### config.mk
export PLATFORM = sky130hd
export DESIGN_NAME = fetch_redirect
export DESIGN_NICKNAME = d
export VERILOG_FILES = /design/src/rtl/fetch_redirect.sv
export SDC_FILE = /design/constraint.sdc
export NUM_CORES = 1
export LEC_CHECK = 0
export ABC_AREA = 0
export BUFFER_PORTS_ARGS = -buffer_cell sky130_fd_sc_hd__buf_2
export CORE_MARGIN = 5
export CORE_UTILIZATION = 40
export CTS_BUF_LIST = sky130_fd_sc_hd__clkbuf_4
export DETAILED_ROUTE_END_ITERATION = 8
export GPL_TIMING_DRIVEN = 1
export PLACE_DENSITY = 0.69
export SETUP_SLACK_MARGIN = 0.1
export SYNTH_ARGS = -nofsm -noshare
export SYNTH_HDL_FRONTEND = slang
export SYNTH_SLANG_ARGS = --single-unit
### constraint.sdc
create_clock -name clk -period 3.74 [get_ports clk]
set_input_delay 0.374 -clock clk [delete_from_list [all_inputs] [get_ports clk]]
set_output_delay 0.374 -clock clk [all_outputs]
set_load 0.05 [all_outputs]
### src/rtl/fetch_redirect.sv
// fetch_redirect -- instruction fetch front end with branch redirect.
//
// Issues one instruction-memory request at a time, delivers the returned
// word into the IF/ID register, and buffers one extra entry in a skid
// register when ID is stalled. A taken branch from EX flushes younger
// stages, redirects the PC, and discards the data of any request that was
// already outstanding when the branch arrived.
//
// Ports:
//   clk, rst                 clock, synchronous active-high reset
//   branch_enable/target     EX-stage redirect (already qualified)
//   stall                    hold IF/ID outputs
//   inst_req/addr            instruction-memory request (addr held until ack)
//   inst_ack/data            request completion and returned word
//   if_valid/pc/inst         IF/ID register
//   flush_if_id/flush_id_ex  same-cycle kill pulses (mirror branch_enable)
//   redirect_cnt             taken-redirect counter
//
// Build option: define FETCH_REDIRECT_CNT_EN to implement redirect_cnt;
// otherwise it is tied to zero and no counter register exists.
module fetch_redirect #(
    parameter logic [31:0] RESET_PC = 32'h1c000000
) (
    input  logic        clk,
    input  logic        rst,
    input  logic        branch_enable,
    input  logic [31:0] branch_target,
    input  logic        stall,
    output logic        inst_req,
    output logic [31:0] inst_addr,
    input  logic        inst_ack,
    input  logic [31:0] inst_data,
    output logic        if_valid,
    output logic [31:0] if_pc,
    output logic [31:0] if_inst,
    output logic        flush_if_id,
    output logic        flush_id_ex,
    output logic [31:0] redirect_cnt
);

    typedef enum logic {IDLE, REQ} state_t;

    state_t      state, state_nxt;
    logic [31:0] pc, pc_nxt;
    logic [31:0] req_addr, req_addr_nxt;
    logic        kill, kill_nxt;
    logic        skid_valid;
    logic [31:0] skid_pc, skid_inst;
    logic        deliver, to_if, to_skid;

    assign inst_req    = (state == REQ);
    assign inst_addr   = req_addr;
    assign flush_if_id = branch_enable;
    assign flush_id_ex = branch_enable;

    // A returned word is kept only if it was not requested down a path a
    // branch has since abandoned (kill) or is abandoning this cycle.
    assign deliver = (state == REQ) && inst_ack && !kill && !branch_enable;
    assign to_if   = deliver && (!stall || !if_valid);
    assign to_skid = deliver && stall && if_valid;

    always_comb begin
        state_nxt    = state;
        req_addr_nxt = req_addr;
        kill_nxt     = kill;
        pc_nxt       = pc;
        if (branch_enable)
            pc_nxt = branch_target;
        else if (deliver)
            pc_nxt = req_addr + 32'd4;
        case (state)
            IDLE: begin
                if (!skid_valid && !branch_enable) begin
                    state_nxt    = REQ;
                    req_addr_nxt = pc;
                end
            end
            REQ: begin
                if (inst_ack) begin
                    kill_nxt = 1'b0;
                    // Back-to-back only while the skid stays empty; a skid
                    // fill, a kill or a branch parks the FSM in IDLE.
                    if (to_if) begin
                        state_nxt    = REQ;
                        req_addr_nxt = req_addr + 32'd4;
                    end else begin
                        state_nxt = IDLE;
                    end
                end else if (branch_enable) begin
                    kill_nxt = 1'b1;
                end
            end
            default: state_nxt = IDLE;
        endcase
    end

    always_ff @(posedge clk) begin
        if (rst) begin
            state    <= IDLE;
            req_addr <= RESET_PC;
            kill     <= 1'b0;
        end else begin
            state    <= state_nxt;
            req_addr <= req_addr_nxt;
            kill     <= kill_nxt;
        end
    end

    always_ff @(posedge clk) begin
        if (rst) begin
            pc         <= RESET_PC;
            if_valid   <= 1'b0;
            if_pc      <= 32'd0;
            if_inst    <= 32'd0;
            skid_valid <= 1'b0;
            skid_pc    <= 32'd0;
            skid_inst  <= 32'd0;
        end else begin
            pc <= pc_nxt;
            if (branch_enable) begin
                if_valid   <= 1'b0;
                skid_valid <= 1'b0;
            end else if (to_if) begin
                if_valid <= 1'b1;
                if_pc    <= req_addr;
                if_inst  <= inst_data;
            end else if (to_skid) begin
                skid_valid <= 1'b1;
                skid_pc    <= req_addr;
                skid_inst  <= inst_data;
            end else if (!stall) begin
                // ID consumed the current entry; refill from skid if any.
                if_valid   <= skid_valid;
                skid_valid <= 1'b0;
                if (skid_valid) begin
                    if_pc   <= skid_pc;
                    if_inst <= skid_inst;
                end
            end
        end
    end

`ifdef FETCH_REDIRECT_CNT_EN
    logic [31:0] cnt_q;

    always_ff @(posedge clk) begin
        if (rst)
            cnt_q <= 32'd0;
        else if (branch_enable)
            cnt_q <= cnt_q + 32'd1;
    end

    assign redirect_cnt = cnt_q;
`else
    assign redirect_cnt = 32'd0;
`endif

endmodule

### Yosys cells after proc, flatten, opt, wreduce, memory -nomap -nowiden

Index checks and enable logic that the tools add are counted.

| operators by class | value |
|---|---|
| add/subtract/negate cells | 1 |
| equal/unequal tests | 6 |
| muxes and demuxes | 25 |
| bitwise logic cells | 3 |
| reductions and logical operators | 23 |

Operators by type and width:

| cell | number |
|---|---|
| $mux 32 | 13 |
| $pmux 32 s2 | 1 |
| $add 32x3->32 const B | 1 |
| $mux 1 | 10 |
| $logic_and 1x1->1 | 7 |
| $ne 2x1->1 const B | 3 |
| $ne 2x2->1 const B | 3 |
| $reduce_and 2->1 | 3 |
| $reduce_and 3->1 | 2 |
| $reduce_bool 2->1 | 3 |
| $logic_not 1->1 | 5 |
| $reduce_and 4->1 | 1 |
| $not 1->1 | 3 |
| $pmux 1 s2 | 1 |
| $reduce_or 2->1 | 1 |
| $logic_or 1x1->1 | 1 |

| storage, ports and cells | value |
|---|---|
| register bits | 196 |
| bits of input ports | 69 |
| output and inout bits | 132 |
| logic and storage cells | 68 |

### Depth between registers and ports, before layout

| logic depth | value |
|---|---|
| word-level depth | 7 |
| depth in mapped cells | 8 |

### Worst setup path before layout

Ideal clock, no wire load.

| timing | value |
|---|---|
| path kind | reg2reg |
| from | reg req_addr[2] (netlist: inst_addr[2]) |
| to | reg req_addr[24] (netlist: inst_addr[24]) |
| setup time | 74 ps |
| arrival | 2597 ps |
| setup slack | 1069 ps |
| cell stages (with the launch flop) | 8 |
| clock period less this slack | 2671 ps |
| path through | dfxtp_1 ha_1 buf_2 nand3_1 or3_4 or4_4 or3_1 a31oi_1 |

| between the ends | value |
|---|---|
| cells in the longest elaborated chain, start to end | 4 |

RTL lines:

| element | RTL line | source |
|---|---|---|
| start, declared | 45 | `logic [31:0] req_addr, req_addr_nxt;` |
| start signal, assigned | 104 | `req_addr <= req_addr_nxt;` |
| $add 32x3->32 | 85 | `req_addr_nxt = req_addr + 32'd4;` |
| $mux 32 | 83 | `if (to_if) begin` |
| $mux 32 | 79 | `if (inst_ack) begin` |
| $pmux 32 s2 | 71 | `case (state)` |

No other way between the ends. The select of a mux whose other input is x is not followed.
A chain may end at the register's enable or synchronous reset.

### Worst setup path after layout

| timing | value |
|---|---|
| from | reg req_addr[2] (netlist: inst_addr[2]) |
| to | reg req_addr[28] (netlist: inst_addr[28]) |

Same word-level chain as after synthesis.

==> results.yml <==
floorplanning:
  coreArea_um2: 22400
  io_pins: 201
  fp-row-count: 55
  fp.dieH_um: 160
  start_util: 0.403
  fp.dieArea_um2: 25700
  die_w_um: 160
final_layout:
  fin_nets: 1396
  drive_above_1_share: 0.177
  area_growth_pct: 17.4
  n_fill_cell: 2256
  final_area_um2: 10600
sta:
  hold_violations: 0
  setup_tns_ns: 0
  fin_ws_ns: 1.02
  slew_headroom: 0.465
  max_freq_ghz: 0.367
  fin_crit_ns: 2.72
  maxSlewViolCount: 0
  rsz0062_at_grt: "false"
  setup_viol: 0
  finalCritPeriodShare: 0.728
  tightest_slew_ns: 0.796
  finClkSkew_ns: 0.0188
worst_setup_path:
  slowest_delay_ns: 0.64
  cp.required_ns: 4.22
  arrival_ns: 3.21
  worstSetupStartpointType: "flip-flop"
  end_kind: "flip-flop"
  crit_fanout: 9
  slowest_stage: "nor3_2"
  worstSetupPathType: "flip-flop to flip-flop"
  cp_top_family: "simple AND/OR/NAND/NOR gates"
  crit_buf_inv: 0
  cp_cell_sequence: "ha_1 > nand3_1 > nor3_2 > nand2_1 > or3_1 > a31o_2"
drt:
  antenna_left: 0
  wl_per_cell_um: 16.5
  vias_per_cell: 5.33
  drt_iter0_markers: 895
  vias: 8669
  highest_layer: "met4"
  met3_length_um: 1920
  drcViolationCount: 0
  firstDrtPassIters: 6
  met2_length_um: 12100
  drt-total-wl_um: 26800
  wl_met1_um: 12300
outcome:
  outcome: "finished clean"
grt:
  grt_pass1_vias: 8008
  grt_pass1_wl_um: 43400
  grt_usage: 0.205
  grt_overflow_total: 0
  grt_max_degree: 129
  antenna_found_initial: 1
clock_tree:
  cts_tree: "built"
  clock_path_buffers: 2
  cts_max_level: 4
  post_cts_resized: 0
  numCtsBuffers: 17
  post_cts_buffers: 0
  clk_pin_slew_ns: 0.16
  clock-root-buffer: "clkbuf_4"
  insertion_delay_ns: 0.59
  cts_num_sinks: 196
run:
  drv_cap: 0
yosys:
  syn_area_um2: 9030
  synth_flop_cell: "dfxtp_1"
  yosys_warnings: 0
  postSynth.asyncResetShare: 0
  ys_ff_latch: 196
  syn_avg_cell_area_um2: 7.58
  synth_cells: 1191
  synth_edf_count: 0
  synth_cell_types: 55
  ys_seq_area_frac: 0.434
place:
  place_congestion: 0.862
  pre_cts_ws_ns: 1.10
  io_buffer_count: 168
  place_area_um2: 9890
  dp_hpwl_um: 17400
power_and_ir_drop:
  ir_drop_mv: 0.163
  p_leak_nw: 3.85
  p_per_area_nw_per_um2: 375
worst_hold_path:
  worst_hold_path_type: "primary input to flip-flop"
## state kept, by name (all words and copies together) (netlist names), 32 cells and up
register   count
if_inst       32
if_pc         32
inst_addr     32
pc            32
skid_inst     32
skid_pc       32
## final cells by class
class	count	area (um^2)	area share
Sequential cell	196	3920	0.370
Clock buffer	17	128	0.0120
Tap cell	285	357	0.0336
Antenna cell	1	2.50	0.000236
Clock inverter	15	171	0.0162
Inverter	8	30.0	0.00283
Multi-Input combinational cell	873	4540	0.428
Timing Repair Buffer	230	1450	0.137
## final timing paths
check / start / to / slack (ns) / cells past startpoint
setup / recovery: inst_addr[2]$_SDFFE_PP0P_ / inst_addr[28]$_SDFFE_PP1P_ / 1.02 / 6
hold / removal: branch_target[6] / pc[6]$_SDFFE_PP0P_ / 0.04 / 3
setup reg to reg: inst_addr[2]$_SDFFE_PP0P_ / inst_addr[28]$_SDFFE_PP1P_ / 1.02 / 6
hold reg to reg: pc[0]$_SDFFE_PP0P_ / inst_addr[0]$_SDFFE_PP0P_ / 0.46 / 2
## synth_stat cells (all sizes together), types with 5 or more instances
| cell type | number | area share |
|---|---|---|
| nand4 | 13 | 0.0097 |
| dfxtp | 196 | 0.43 |
| nor3b | 5 | 0.0042 |
| nor3 | 17 | 0.010 |
| or3 | 10 | 0.0075 |
| xor2 | 15 | 0.015 |
| and3 | 9 | 0.0062 |
| a31oi | 11 | 0.0076 |
| xnor2 | 9 | 0.0087 |
| nand2 | 315 | 0.13 |
| a311oi | 64 | 0.062 |
| a22oi | 5 | 0.0042 |
| nand3 | 14 | 0.0078 |
| nor2 | 110 | 0.046 |
| a211oi | 6 | 0.0050 |
| a21oi | 120 | 0.066 |
| o22ai | 17 | 0.012 |
| clkbuf | 89 | 0.037 |
| a211o | 5 | 0.0048 |
| inv | 8 | 0.0033 |
| nor4 | 9 | 0.0069 |
| buf | 56 | 0.040 |
| a21o | 6 | 0.0050 |
| nor2b | 7 | 0.0048 |
| o21ai | 23 | 0.013 |
## tightest hold or removal path: cells and delay by family
kind,cells,cell delay [ns]
AOI/OAI and AO/OA,1,0.07
and+or+nand+nor,1,0.05
buffers and inverters,1,0.09
## cell families (layout without fill, tap and decap cells)
logic type | count (synthesis) | in the layout | synth area share
AOI/OAI and AO/OA | 279 | 279 | 0.201
xor gates and xnor gates | 24 | 24 | 0.0233
adders and majority gates | 1 | 1 | 0.00139
buffers and inverters | 153 | 270 | 0.0803
DFF | 196 | 196 | 0.434
muxes | 5 | 5 | 0.00568
other | 1 | 33 | 0.000415
and+or+nand+nor | 532 | 532 | 0.254
## cells in the final DEF, fill, tap and decap left out, types with 6 or more instances in the layout
| master | count |
|---|---|
| dfxtp_1 | 196 |
| inv_1 | 8 |
| buf_4 | 18 |
| o22ai_1 | 17 |
| a21oi_1 | 119 |
| and3_1 | 9 |
| nor3_1 | 16 |
| nand3_1 | 13 |
| buf_2 | 167 |
| a21o_1 | 6 |
| a31oi_1 | 11 |
| nand4_1 | 12 |
| conb_1 | 32 |
| xnor2_1 | 9 |
| nor4_1 | 8 |
| xor2_1 | 15 |
| a311oi_1 | 64 |
| clkbuf_4 | 17 |
| a211oi_1 | 6 |
| o21ai_0 | 22 |
| nand2_1 | 314 |
| or3_1 | 9 |
| nor2_1 | 108 |
| dlygate4sd3_1 | 41 |
| nor2b_1 | 7 |
## what timing repair did
action                     CTS  global route
setup endpoints to repair    0             0
hold buffers                39             2
hold endpoints to repair    53             2
## stage by stage
stage	utilization	power (mW)	cells	hold slack [ns]
2_1_floorplan	-	2.66	1222	0.432
3_3_place_gp	0.441	2.79	1551	0.440
3_5_place_dp	0.441	2.79	1551	0.447
4_1_cts	0.472	4.02	1622	0.00128
5_1_grt	0.473	4.16	1625	0.00415
6_report	0.473	3.98	1625	0.0376
## power by group
| part | total [mW] | leakage [nW] | switching, mW | internal [mW] |
|---|---|---|---|---|
| Combinational | 0.581 | 2.10 | 0.411 | 0.170 |
| Sequential | 2.21 | 1.59 | 0.0639 | 2.14 |
| Clock | 1.19 | 0.155 | 0.774 | 0.418 |
## layer usage
metal,track usage,up-vias
met5,0,-
met3,0.0400,34
met2,0.314,321
li1,-,4329
met1,0.293,3985
met4,0.0594,0
(Power assumes the default switching activity.)
